`src/rtl/btb_predictor.sv`:
```
// Direct-mapped branch target buffer with 2-bit saturating counters.
// Fetch-side lookup is combinational on pc_if. Training comes from EX-stage
// resolution. A sweep FSM clears valid/ctr one entry per cycle after reset
// and on invalidate_all.
module btb_predictor #(
    parameter int ENTRIES = 16,
    localparam int IDX_W = $clog2(ENTRIES)
) (
    input  logic        clk,
    input  logic        rst_n,
    input  logic [31:0] pc_if,
    output logic        predicted_taken_if,
    output logic [31:0] predicted_target_if,
    input  logic        update_btb_ex,
    input  logic [31:0] pc_ex,
    input  logic        ex_branch_taken,
    input  logic [31:0] jump_addr_ex,
    input  logic        invalidate_all,
    output logic        btb_ready
);

    localparam int TAG_W = 30 - IDX_W;

    typedef enum logic {
        INIT = 1'b0,
        RUN  = 1'b1
    } state_t;

    state_t             state_q;
    logic [IDX_W-1:0]   sweep_idx_q;
    logic               ready_q;

    logic               valid_q  [ENTRIES];
    logic [TAG_W-1:0]   tag_q    [ENTRIES];
    logic [31:0]        target_q [ENTRIES];
    logic [1:0]         ctr_q    [ENTRIES];

    logic [IDX_W-1:0]   idx_if;
    logic [TAG_W-1:0]   tag_if;
    logic               hit_if;
    logic [IDX_W-1:0]   idx_ex;
    logic [TAG_W-1:0]   tag_ex;
    logic               hit_ex;
    logic               sweep_en;
    logic               upd_en;
    logic               unused_addr_bits;

    // Byte offset within a word never selects an entry.
    assign unused_addr_bits = ^{pc_if[1:0], pc_ex[1:0]};

    assign idx_if = pc_if[IDX_W+1:2];
    assign tag_if = pc_if[31:IDX_W+2];
    assign idx_ex = pc_ex[IDX_W+1:2];
    assign tag_ex = pc_ex[31:IDX_W+2];

    // Lookup reads only registered state, so a same-cycle update is not visible.
    assign hit_if              = ready_q && valid_q[idx_if] && (tag_q[idx_if] == tag_if);
    assign predicted_taken_if  = hit_if && ctr_q[idx_if][1];
    assign predicted_target_if = predicted_taken_if ? target_q[idx_if] : (pc_if + 32'd4);
    assign btb_ready           = ready_q;

    assign hit_ex = valid_q[idx_ex] && (tag_q[idx_ex] == tag_ex);

    // invalidate_all and reset both pre-empt any table write in the same cycle.
    assign sweep_en = rst_n && !invalidate_all && (state_q == INIT);
    assign upd_en   = rst_n && !invalidate_all && (state_q == RUN) && update_btb_ex;

    // Sweep FSM: INIT walks every index once, then hands over to RUN.
    always_ff @(posedge clk) begin
        if (!rst_n || invalidate_all) begin
            state_q     <= INIT;
            sweep_idx_q <= '0;
            ready_q     <= 1'b0;
        end else begin
            case (state_q)
                INIT: begin
                    sweep_idx_q <= sweep_idx_q + IDX_W'(1);
                    if (sweep_idx_q == IDX_W'(ENTRIES - 1)) begin
                        state_q <= RUN;
                        ready_q <= 1'b1;
                    end
                end
                RUN: begin
                    state_q <= RUN;
                    ready_q <= 1'b1;
                end
                default: begin
                    state_q     <= INIT;
                    sweep_idx_q <= '0;
                    ready_q     <= 1'b0;
                end
            endcase
        end
    end

    // Table storage: sweep clears valid/ctr; training adjusts counters and allocates.
    always_ff @(posedge clk) begin
        if (sweep_en) begin
            valid_q[sweep_idx_q] <= 1'b0;
            ctr_q[sweep_idx_q]   <= 2'b00;
        end else if (upd_en) begin
            if (hit_ex) begin
                if (ex_branch_taken) begin
                    ctr_q[idx_ex]    <= (ctr_q[idx_ex] == 2'b11) ? 2'b11 : ctr_q[idx_ex] + 2'd1;
                    target_q[idx_ex] <= jump_addr_ex;
                end else begin
                    ctr_q[idx_ex] <= (ctr_q[idx_ex] == 2'b00) ? 2'b00 : ctr_q[idx_ex] - 2'd1;
                end
            end else if (ex_branch_taken) begin
                valid_q[idx_ex]  <= 1'b1;
                tag_q[idx_ex]    <= tag_ex;
                target_q[idx_ex] <= jump_addr_ex;
                ctr_q[idx_ex]    <= 2'b10;
            end
        end
    end

endmodule

```
`config.mk`:
```
export PLATFORM = sky130hd
export DESIGN_NAME = btb_predictor
export DESIGN_NICKNAME = d
export VERILOG_FILES = /design/src/rtl/btb_predictor.sv
export SDC_FILE = /design/constraint.sdc
export NUM_CORES = 1
export LEC_CHECK = 0
export CORE_UTILIZATION = 51
export DETAILED_ROUTE_END_ITERATION = 16
export GPL_ROUTABILITY_DRIVEN = 0
export PLACE_DENSITY = 0.71
export SYNTH_ARGS = -nofsm -noshare
export SYNTH_HDL_FRONTEND = slang
export SYNTH_SLANG_ARGS = --single-unit
```
`constraint.sdc`:
```
create_clock -name clk -period 5.7 [get_ports clk]
set_input_delay 1.14 -clock clk [delete_from_list [all_inputs] [get_ports clk]]
set_output_delay 1.14 -clock clk [all_outputs]
set_load 0.05 [all_outputs]
```
**Word level (Yosys, flattened, before mapping)**

Memories as Yosys holds them, arrays and structs flattened.
Index checks and enable logic that the tools add are counted.

- $add $sub $neg: 4
- Equality and inequality tests: 5
- Muxes and demuxes: 32
- Bitwise gates (word level): 4
- Reductions and logical operators: 14

Operators by type and width:

| kind | number |
|---|---|
| $mux 32 | 2 |
| $eq 26x26->1 | 2 |
| $add 32x3->32 const B | 1 |
| $mux 1 | 21 |
| $mux 2 | 5 |
| $logic_and 1x1->1 | 8 |
| $mux 4 | 2 |
| $add 4x1->4 const B | 1 |
| $eq 4x4->1 const B | 1 |
| $pmux 1 s2 | 2 |
| $or 1x1->1 | 3 |
| $add 2x1->2 const B | 1 |
| $eq 2x2->1 const B | 1 |
| $logic_not 1->1 | 2 |
| $logic_not 2->1 | 1 |
| $ne 2x1->1 const B | 1 |
| $reduce_or 2->1 | 1 |
| $sub 2x1->2 const B | 1 |
| $logic_or 1x1->1 | 1 |
| $not 1->1 | 1 |
| $reduce_or 1->1 | 1 |

- Bits in registers: 6
- Bits in writable memories: 976
- Input port bits: 101
- Output and inout port bits: 34
- Word-level logic and storage cells: 66
- Memories kept: 4

Memory list:

| name | depth | bits a word | rd ports | clocked after memory_dff | write ports | line | source |
|---|---|---|---|---|---|---|---|
| target_q | 16 | 32 | 1 | 0 | 1 | 35 | `logic [31:0] target_q [ENTRIES];` |
| tag_q | 16 | 26 | 2 | 0 | 1 | 34 | `logic [TAG_W-1:0] tag_q [ENTRIES];` |
| ctr_q | 16 | 2 | 2 | 0 | 1 | 36 | `logic [1:0] ctr_q [ENTRIES];` |
| valid_q | 16 | 1 | 2 | 0 | 1 | 33 | `logic valid_q [ENTRIES];` |

**Logic depth before layout (Yosys ltp)**

Gate-level depths: netlist of run 1.

- Depth after elaboration: 11
- Gate-level depth with buffers: 16
- Depth with buffers taken out: 9

**Least setup slack after synthesis of run 1**

Ideal clock, no wire load.

- Kind: input to output
- From: input port pc_if[2]
- To: output port predicted_target_if[2]
- Arrival time: 5,022 ps
- Required time: 4,560 ps
- Slack: -462 ps
- Stages: 11
- Path buffers: 4
- Cells stage by stage: clkbuf_1 > buf_1 > mux4_2 > mux4_2 > xnor2_1 > nand4_1 > nor3_1 > and4_1 > clkbuf_1 > buf_2 > mux2i_1

- Word-level cells in the longest chain between the ends: 5
- Elaborated cells between the ends (all ways): 10
- Classes of those cells: add/sub (1); eq/ne (1); mux (1); reduce/logical (3); memory (4)

Ends and longest elaborated chain:

| element | line | source |
|---|---|---|
| start: declaration | 11 | `input logic [31:0] pc_if,` |
| $mem_v2 16x26 or $mem_v2 16x1 (tied branches) | -- |  |
| $eq 26x26->1 or $logic_and 1x1->1 (tied branches) | 57 | `assign hit_if = ready_q && valid_q[idx_if] && (tag_q[idx_if] == tag_if);` |
| $logic_and 1x1->1 | 57 |  |
| $logic_and 1x1->1 (*) | 58 | `assign predicted_taken_if = hit_if && ctr_q[idx_if][1];` |
| named net predicted_taken_if | 12 | `output logic predicted_taken_if,` |
| $mux 32 (*) | 59 | `assign predicted_target_if = predicted_taken_if ? target_q[idx_if] : (pc_if + 32'd4);` |
| end: declaration | 13 | `output logic [31:0] predicted_target_if,` |

Mark *: on every way through the listed nets, which the timed path passes. The rest lies on a longest branch.

**Final worst setup path of run 1**

- From: input port pc_if[2]
- To: output port predicted_target_if[6]

- Word-level cells in the longest chain between the ends: 5
- Elaborated cells between the ends (all ways): 10
- Classes of those cells: add/sub (1); eq/ne (1); mux (1); reduce/logical (3); memory (4)

Ends and longest elaborated chain:

| element | line |
|---|---|
| $mem_v2 16x26 or $mem_v2 16x1 (tied branches) | -- |
| $eq 26x26->1 or $logic_and 1x1->1 (tied branches) | 57 |
| $logic_and 1x1->1 | 57 |
| $logic_and 1x1->1 | 58 |
| $mux 32 (*) | 59 |

Every way passes the cells marked *; elsewhere a longest branch is shown, timed or not.

==> results.toml, run 1 <==
[sta]
fin_skew_ns = 0.0425
fin_crit_sh = 0.979
max_freq_mhz = 179
setup_viol = 0
worst_pin_slew_ns = 1.06
holdWs_ns = 0.600
hold_viol = 0
relSlewSlack = 0.293
worst_slack_ns = 0.121
rsz0062_at_grt = "false"
tns_ns = 0
slew_violations = 0
min_period_ns = 5.58

[flow_run]
drv_cap = 0

[finish]
nets = 2514
fin_util = 0.599
area_growth_pct = 16.0
seq_area_um2 = 29400
instances_no_fill = 3627
final_cell_area_um2 = 50200
drive_gt1_frac = 0.304
n_fill_cell = 5906
multi_input_area_um2 = 13300

[clocking]
ctsHoldBuffers = 0
cts.reportedPaths.clkPinSlew_ns = 0.06
cts_tree = "built"
clk_latency_ns = 0.69
cts_buffers = 98
clockBufferDepth = 3
h-tree-depth = 3
cts_sinks = 982
clockRootBuffer = "clkbuf_16"

[pwr]
power.total_mw = 15.5
leakage_nw = 16.0
irDropWorstVdd_mv = 0.231
power-per-cell-area_nw_per_um2 = 309

[placement]
dp_hpwl_um = 69300
io_buffers = 132
placed_area_um2 = 46900
dp_worst_setup_slack_ns = 0.0337
dp.cells = 3442

[synth]
netlist_instances = 2184
syn_area_um2 = 43300
synth_top_family_by_area = "multiplexers"
synthSimpleGateAreaFrac = 0.0338
synth-xor-area-share = 0.0162
seq_area_frac_synth = 0.679
synth.top_cells.by_area = "edfxtp_1 68%, mux4_2 19%, mux2i_1 1.8%"
synth.area.mux_share = 0.225
ys_seq_elements = 982
synth_top_area_share = 0.676
synth_edf_count = 976
synth_async_sr_flop_share = 0
yosys_warnings = 0
synth_compound_area_frac = 0.0265
synth_ff_type = "edfxtp_1"
synth.most_common_cell = "edfxtp_1"
syn-num-nets = 2287
synth_area_per_cell_um2 = 19.8
synth_fa_ha_area_frac = 0.000809
synth_cell_types = 68
yosys-top-cells-count = "976 x edfxtp_1, 369 x mux4_2, 81 x nand2_1, 77 x mux2i_1, 65 x clkbuf_1"
synth_area_leader_cell = "edfxtp_1"

[critical_path]
crit_type = "in -> out"
critPathBufInv = 5
worst-r2r-setup-slack_ns = 1.75
critPathArrivalTime_ns = 4.44
crit_path_max_fanout = 17
r2r_cells = 9
r2r-end = "ctr_q[11][1]$_DFFE_PP_"
worstPathRequired_ns = 4.56
max_stage_delay_ns = 0.50
worstReg2RegStart = "tag_q[4][24]$_DFFE_PP_"
cp-start-kind = "input pin"
cp_cell_sequence = "buf_12, buf_16, buf_4, mux4_2, mux4_2, xnor2_1, nand3_1, nor3_1, and4_4, buf_12, mux2_2, buf_4"
cp_top_family = "multiplexers"
crit_slowest_cell = "mux4_2"
crit_path_end_kind = "primary output"

[floorplanning]
die_width_um = 293
row_count = 106
start_util = 0.517
core_area_um2 = 83800
io_pins = 135
fp.dieH_um = 293
fp.dieArea_um2 = 86100

[grt]
first_global_vias = 24200
grt_usage = 0.269
gr-total-overflow = 0
grt_max_degree = 96
antenna_found_initial = 10
grt_pass1_wl_um = 165000

[detailed_routing]
drc = 0
wl_per_cell_um = 31.6
firstDrtPassIters = 6
routed_wl_um = 115000
drt_iter0_markers = 3192
ant_nets = 0
route.vias.total = 24100
via_per_inst = 6.63

[outcome]
outcome = "finished, final reports clean"

[min_path]
holdPathStages = 2
min_from = "sweep_idx_q[1]$_SDFFE_PP0N_"
min_to = "sweep_idx_q[1]$_SDFFE_PP0N_"
hp-class = "reg -> reg"
## report_power, final
group	internal, mW	switching [mW]
Clock	3.73	2.73
Combinational	0.494	0.642
Sequential	7.93	0.00227
Total	12.2	3.37
## area by class of cell
type,instances,area share
multi-input cells,1038,0.265
clock inverters,68,0.0137
repair buffers,267,0.0551
flip-flops and latches,982,0.586
clock buffers,112,0.0503
inverters,24,0.00179
well taps,1134,0.0282
diodes,2,0.0000996
## routing by layer
| layer | global-route usage | part of all wire |
|---|---|---|
| met1 | 0.380 | 0.38 |
| met2 | 0.424 | 0.48 |
| met3 | 0.0616 | 0.11 |
| met4 | 0.0734 | 0.024 |
| met5 | 0 | 0.00093 |
## sequential cells by signal (all words and copies together) (netlist names)
name,count
state_q,1
btb_ready,1
target_q,512
tag_q,416
ctr_q,32
valid_q,16
sweep_idx_q,4
## cell usage in the layout, fill, tap and decap left out, types with 22 or more instances in the layout
cell               n
edfxtp_1         976
nand3_1           42
buf_4            131
inv_1             22
nor2_1            41
o21ai_0           31
xnor2_1           62
nand2_1           81
clkinv_1          29
mux2i_1           76
clkdlybuf4s50_1   93
buf_12            33
a22oi_1           27
clkbuf_16        102
mux4_2           369
mux2_2            35
## worst max path at each step
stage                  start                      to  slack [ns]  cells after the start
global route        pc_if[2]  predicted_target_if[6]        0.03                     12
CTS                 pc_if[2]  predicted_target_if[6]        0.05                     13
floorplan           pc_ex[3]   tag_q[0][0]$_DFFE_PP_       -0.11                     14
detailed placement  pc_if[2]  predicted_target_if[6]        0.03                     13
global placement    pc_if[2]  predicted_target_if[6]        0.04                     12
finish              pc_if[2]  predicted_target_if[6]        0.12                     12
## cells by family after synthesis
group                    after synthesis
adder cells (fa/ha/maj)                3
AND/OR/NAND/NOR                      297
multiplexers                         492
XOR/XNOR                              80
AO/OA/AOI/OAI                        166
flip-flops                           982
buffers and inverters                164
## worst register-to-register path: stages, from the launching register on
cell and delay, ns:
edfxtp_1 0.40, mux4_1 0.50, a22o_1 0.22, a221oi_1 0.26, xnor2_1 0.25, nor4b_1 0.51, and4_1 0.42, buf_4 0.19
a21oi_1 0.25, o21ai_0 0.57
## what timing repair did
item | in CTS | in global routing
setup buffers | 0 | 0
setup endpoints to repair | 0 | 32
resized for setup | 0 | 7
Power figures use the tool's default switching activity.
==> run 2, diff against run 1 <==
--- a/config.mk
+++ b/config.mk
@@ -7,8 +7,8 @@
 export LEC_CHECK = 0
 export CORE_UTILIZATION = 51
 export DETAILED_ROUTE_END_ITERATION = 16
-export GPL_ROUTABILITY_DRIVEN = 0
 export PLACE_DENSITY = 0.71
+export SLEW_MARGIN = 10
 export SYNTH_ARGS = -nofsm -noshare
 export SYNTH_HDL_FRONTEND = slang
 export SYNTH_SLANG_ARGS = --single-unit
==> run 2 against run 1 <==
Count of clock-buffer cells in the layout rose by 4. Hold slack got worse by 0.013 ns. Global-route usage rose by 0.44 points. Combinational power barely moved. Non-clock buffer count fell by 6. Routed wire length rose by 1.1%. Design area fell by 0.43%. Clock skew rose by 0.0022 ns. Largest power group unchanged.
==> results.toml, run 2 (synthesis gave the netlist of run 1 again) <==
[clocking]
clockBufferDepth = 3
cts.reportedPaths.clkPinSlew_ns = 0.06
ctsHoldBuffers = 0
cts_buffers = 98
clk_latency_ns = 0.68
h-tree-depth = 3
cts_sinks = 982
clockRootBuffer = "clkbuf_16"
cts_tree = "built"

[sta]
slew_violations = 0
rsz0062_at_grt = "true"
min_period_ns = 5.64
tns_ns = 0
max_freq_mhz = 177
fin_crit_sh = 0.989
setup_viol = 0
fin_skew_ns = 0.0447
worst_slack_ns = 0.0637
relSlewSlack = 0.257
hold_viol = 0
worst_pin_slew_ns = 1.11

[critical_path]
crit_slowest_cell = "mux4_2"
crit_path_max_fanout = 37
path_common_cell = "mux4_2"
cp_cell_sequence = "buf_8, buf_16, mux4_2, mux4_2, xnor2_1, nand4_1, nor2_2, and4_2, buf_12, mux2_2, buf_4"
critPathBufInv = 4
crit_type = "in -> out"
cp_top_family = "multiplexers"
crit_path_end_kind = "primary output"
critPathArrivalTime_ns = 4.50
max_stage_delay_ns = 0.58
worstPathRequired_ns = 4.56
cp-start-kind = "input pin"

[placement]
dp_hpwl_um = 69800
io_buffers = 132
dp_worst_setup_slack_ns = 0.0734
place_congestion = 0.943

[floorplanning]
fp.dieArea_um2 = 86100
row_count = 106
die_width_um = 293
io_pins = 135
fp.dieH_um = 293
core_area_um2 = 83800
start_util = 0.517

[finish]
largest-register = "target_q"
final_common_cell = "edfxtp_1"
drive_gt1_frac = 0.303
largestRegisters = "target_q x512, tag_q x416, ctr_q x32"
final_cell_mix = "976 x edfxtp_1, 369 x mux4_2, 137 x buf_4"
largest_reg_flops = 512
n_fill_cell = 5976
nets = 2508
area_growth_pct = 15.5
multi_input_area_um2 = 13400
fin_util = 0.597
seq_area_um2 = 29400

[grt]
gr-total-overflow = 0
grt_pass1_wl_um = 168000
antenna_found_initial = 12
grt_usage = 0.273
grt_max_degree = 88
first_global_vias = 24400

[pwr]
switching_share = 0.219
clock_power_share = 0.412
p_int_mw = 12.0
irDropWorstVdd_mv = 0.216
power.total_mw = 15.4
leakage_nw = 16.0
power-per-cell-area_nw_per_um2 = 308
p_switching_mw = 3.37
power_frac_seq = 0.515
combPwrFrac = 0.074

[detailed_routing]
firstDrtPassIters = 6
drt_iter0_markers = 3449
routed_wl_um = 116000
route.vias.total = 24200
drc = 0
ant_nets = 0
wl_per_cell_um = 32.0
via_per_inst = 6.69

[min_path]
hp-class = "reg -> reg"

[outcome]
outcome = "finished, final reports clean"

[flow_run]
drv_cap = 0
==> run 2: changes by cell type in the layout (fill, tap and decap cells not counted), sizes merged <==
cell,previous run,this run
buf,171,168
clkbuf,115,116
clkinv,51,49
bufinv,12,9
clkinvlp,2,4
diode,2,4
inv,27,25
==> run 2: layout make-up <==
type,instances,area share
clock buffers,116,0.0512
diodes,4,0.000200
well taps,1134,0.0284
flip-flops and latches,982,0.588
multi-input cells,1038,0.267
repair buffers,261,0.0514
clock inverters,63,0.0120
inverters,24,0.00180
==> run 2: metal layers <==
metal / routed length, um / track usage / up-vias
li1: - / - / 9718
met1: 44900 / 0.397 / 12700
met2: 55200 / 0.425 / 1596
met3: 13200 / 0.0552 / 217
met4: 2680 / 0.0761 / 12
met5: 86 / 0 / -
==> run 2: worst paths after layout <==
path / startpoint / depth (start not counted) / slack (ns) / to
min: sweep_idx_q[1]$_SDFFE_PP0N_ / 2 / 0.59 / sweep_idx_q[1]$_SDFFE_PP0N_
min reg2reg: sweep_idx_q[1]$_SDFFE_PP0N_ / 2 / 0.59 / sweep_idx_q[1]$_SDFFE_PP0N_
max: pc_if[2] / 11 / 0.06 / predicted_target_if[6]
max reg2reg: tag_q[1][24]$_DFFE_PP_ / 10 / 1.81 / tag_q[0][10]$_DFFE_PP_
==> run 2: power groups by stage <==
stage	clock network [mW]	registers, mW	logic, mW
after floorplan	0	8.09	0.656
after global placement	0	8.09	1.10
after detailed placement	0	8.09	1.12
after CTS	6.43	7.93	1.12
after global routing	6.69	7.93	1.19
final	6.35	7.93	1.14
==> run 2: what timing repair did <==
item | in CTS | in global routing
setup buffers | 0 | 0
gates resized for setup | 0 | 10
endpoints found under the setup margin | 0 | 12
==> run 2: worst min-delay path, stage by stage, from the launching register on <==
cell     delay [ns]
dfxtp_1        0.35
mux2i_1        0.14
nor2_1         0.05
==> run 2: per-stage QoR <==
stage                     instances  instance area, um^2  hold WS (ns)
final                          3622                50000         0.587
after CTS                      3618                50000         0.595
after detailed placement       3439                46800         0.584
after global routing           3622                50000         0.639
after floorplan                2184                43300         0.541
after global placement         3439                46800         0.556
==> run 3, diff against run 2 <==
==> constraint.sdc (replaced) <==
create_clock -name clk -period 5.7 [get_ports clk]
set_input_delay 0.855 -clock clk [delete_from_list [all_inputs] [get_ports clk]]
set_output_delay 0.855 -clock clk [all_outputs]
set_load 0.05 [all_outputs]
==> run 3 against run 2 <==
Register-to-register slack got worse by 0.20 ns. Utilization decreased by 0.12 points. Setup slack improved by 0.22 ns. Count of clock-buffer cells in the layout fell by 6. Hold slack improved by 0.0057 ns. Sequential share of layout area grew 0.11 points. Maximum frequency increased by 4.1%. First-iteration DRC count decreased by 4.1%. Critical path type unchanged. Die area stayed put. Final cell count shrank 0.41%. Clock skew fell by 0.014 ns.
==> results.toml, run 3 (synthesis gave the netlist of run 1 again) <==
[critical_path]
worstPathRequired_ns = 4.85
cp-start-kind = "input pin"
worst-r2r-setup-slack_ns = 1.61
r2r_cells = 9
crit_path_max_fanout = 33
crit_type = "in -> out"
critPathArrivalTime_ns = 4.56
r2r-end = "ctr_q[14][1]$_DFFE_PP_"
crit_path_end_kind = "primary output"
worstReg2RegStart = "tag_q[2][17]$_DFFE_PP_"

[sta]
setup_viol = 0
fin_skew_ns = 0.0312
hold_viol = 0
tns_ns = 0
relSlewSlack = 0.396
max_freq_mhz = 185
worst_pin_slew_ns = 0.906
min_period_ns = 5.42
rsz0062_at_grt = "false"
slew_violations = 0
fin_crit_sh = 0.950

[detailed_routing]
drt_iter0_markers = 3309
met3_length_um = 11100
top_layer_used = "met5"
drc = 0
wl_met1_um = 45500
wl_met2_um = 55500
ant_nets = 0
wl_per_cell_um = 31.8
routed_wl_um = 115000
via_per_inst = 6.63
route.vias.total = 23900
firstDrtPassIters = 5

[clocking]
cts_resized = 0
cts.reportedPaths.clkPinSlew_ns = 0.06
cts_tree = "built"
post-cts-setup-buffers = 0
clockRootBuffer = "clkbuf_16"
cts_sinks = 982
clockBufferDepth = 3
ctsHoldBuffers = 0
clk_latency_ns = 0.67
h-tree-depth = 3
cts_buffers = 98

[pwr]
irDropWorstVdd_mv = 0.253
leakage_nw = 15.9
power-per-cell-area_nw_per_um2 = 314

[finish]
final_cell_area_um2 = 49900
final_cell_mix = "976 x edfxtp_1, 369 x mux4_2, 123 x buf_4"
largest_reg_flops = 512
nets = 2489
multi_input_area_um2 = 13300
largestRegisters = "target_q x512, tag_q x416, ctr_q x32"
area_growth_pct = 15.3
fin_util = 0.596
n_fill_cell = 5949
final_common_cell = "edfxtp_1"
drive_gt1_frac = 0.300
largest-register = "target_q"
seq_area_um2 = 29400

[outcome]
outcome = "finished, final reports clean"

[min_path]
min_to = "btb_ready$_SDFFE_PP0P_"
min_from = "btb_ready$_SDFFE_PP0P_"
hp-class = "reg -> reg"
holdPathStages = 1

[placement]
place_congestion = 0.907
io_buffers = 132
placed_area_um2 = 46600
dp_hpwl_um = 69800

[floorplanning]
core_area_um2 = 83800
start_util = 0.517
die_width_um = 293
fp.dieArea_um2 = 86100
fp.dieH_um = 293
io_pins = 135
row_count = 106

[grt]
antenna_found_initial = 11
grt_max_degree = 132
grt_pass1_wl_um = 166000
gr-total-overflow = 0
grt_usage = 0.270
first_global_vias = 24200

[flow_run]
drv_cap = 0
## run 3: cell count changes in the layout (fill, tap and decap cells not counted), moves of 3 or more
cell and delta:
clkinv_1 -4, buf_16 -3, xnor2_1 +3, xnor2_2 -3
clkbuf_1 -6, clkinv_2 +6, buf_4 -14, bufinv_16 +6
## run 3: final cells by class
cell class | instances | area share
clock inverter | 72 | 0.0155
inverter | 24 | 0.00180
clock buffer | 110 | 0.0509
antenna | 5 | 0.000251
tap | 1134 | 0.0284
sequential | 982 | 0.589
multi-input combinational | 1038 | 0.267
timing repair buffer | 242 | 0.0473
## run 3: per-layer routing
layer  track usage  vias up
met5             0        -
met4        0.0728       14
met3        0.0519      201
met2         0.428     1359
met1         0.385    12700
li1              -     9675
## run 3: how the worst max path moves through the flow
stage | from | to | cells past startpoint
after detailed placement | pc_ex[4] | ctr_q[3][1]$_DFFE_PP_ | 11
after floorplan | pc_if[2] | predicted_target_if[2] | 11
after global placement | pc_if[2] | predicted_target_if[6] | 11
after CTS | pc_if[2] | predicted_target_if[6] | 11
after global routing | pc_if[2] | predicted_target_if[6] | 11
final | pc_if[2] | predicted_target_if[6] | 11
## run 3: per-stage QoR
step                      hold WS, ns  instances  total power, mW  setup slack, ns
after global placement          0.562       3420             9.16            0.348
after floorplan                 0.541       2184             8.74            0.108
after detailed placement        0.575       3420             9.18            0.356
after global routing            0.616       3605             16.0            0.154
after CTS                       0.586       3602             15.7            0.342
final                           0.593       3607             15.7            0.284
## run 3: power breakdown
part           switching, mW  total (mW)  internal, mW
Sequential           0.00228        7.93          7.93
Clock                   2.73        6.62          3.89
Combinational          0.637        1.10         0.468
Total                   3.37        15.7          12.3
## run 3: critical path, stage by stage
cell	delay (ns)
buf_8	0.29
mux4_2	0.57
mux4_2	0.49
xnor2_1	0.40
o2111ai_1	0.30
nor3_1	0.27
buf_4	0.18
and4_2	0.25
buf_12	0.24
mux2_2	0.41
buf_4	0.20
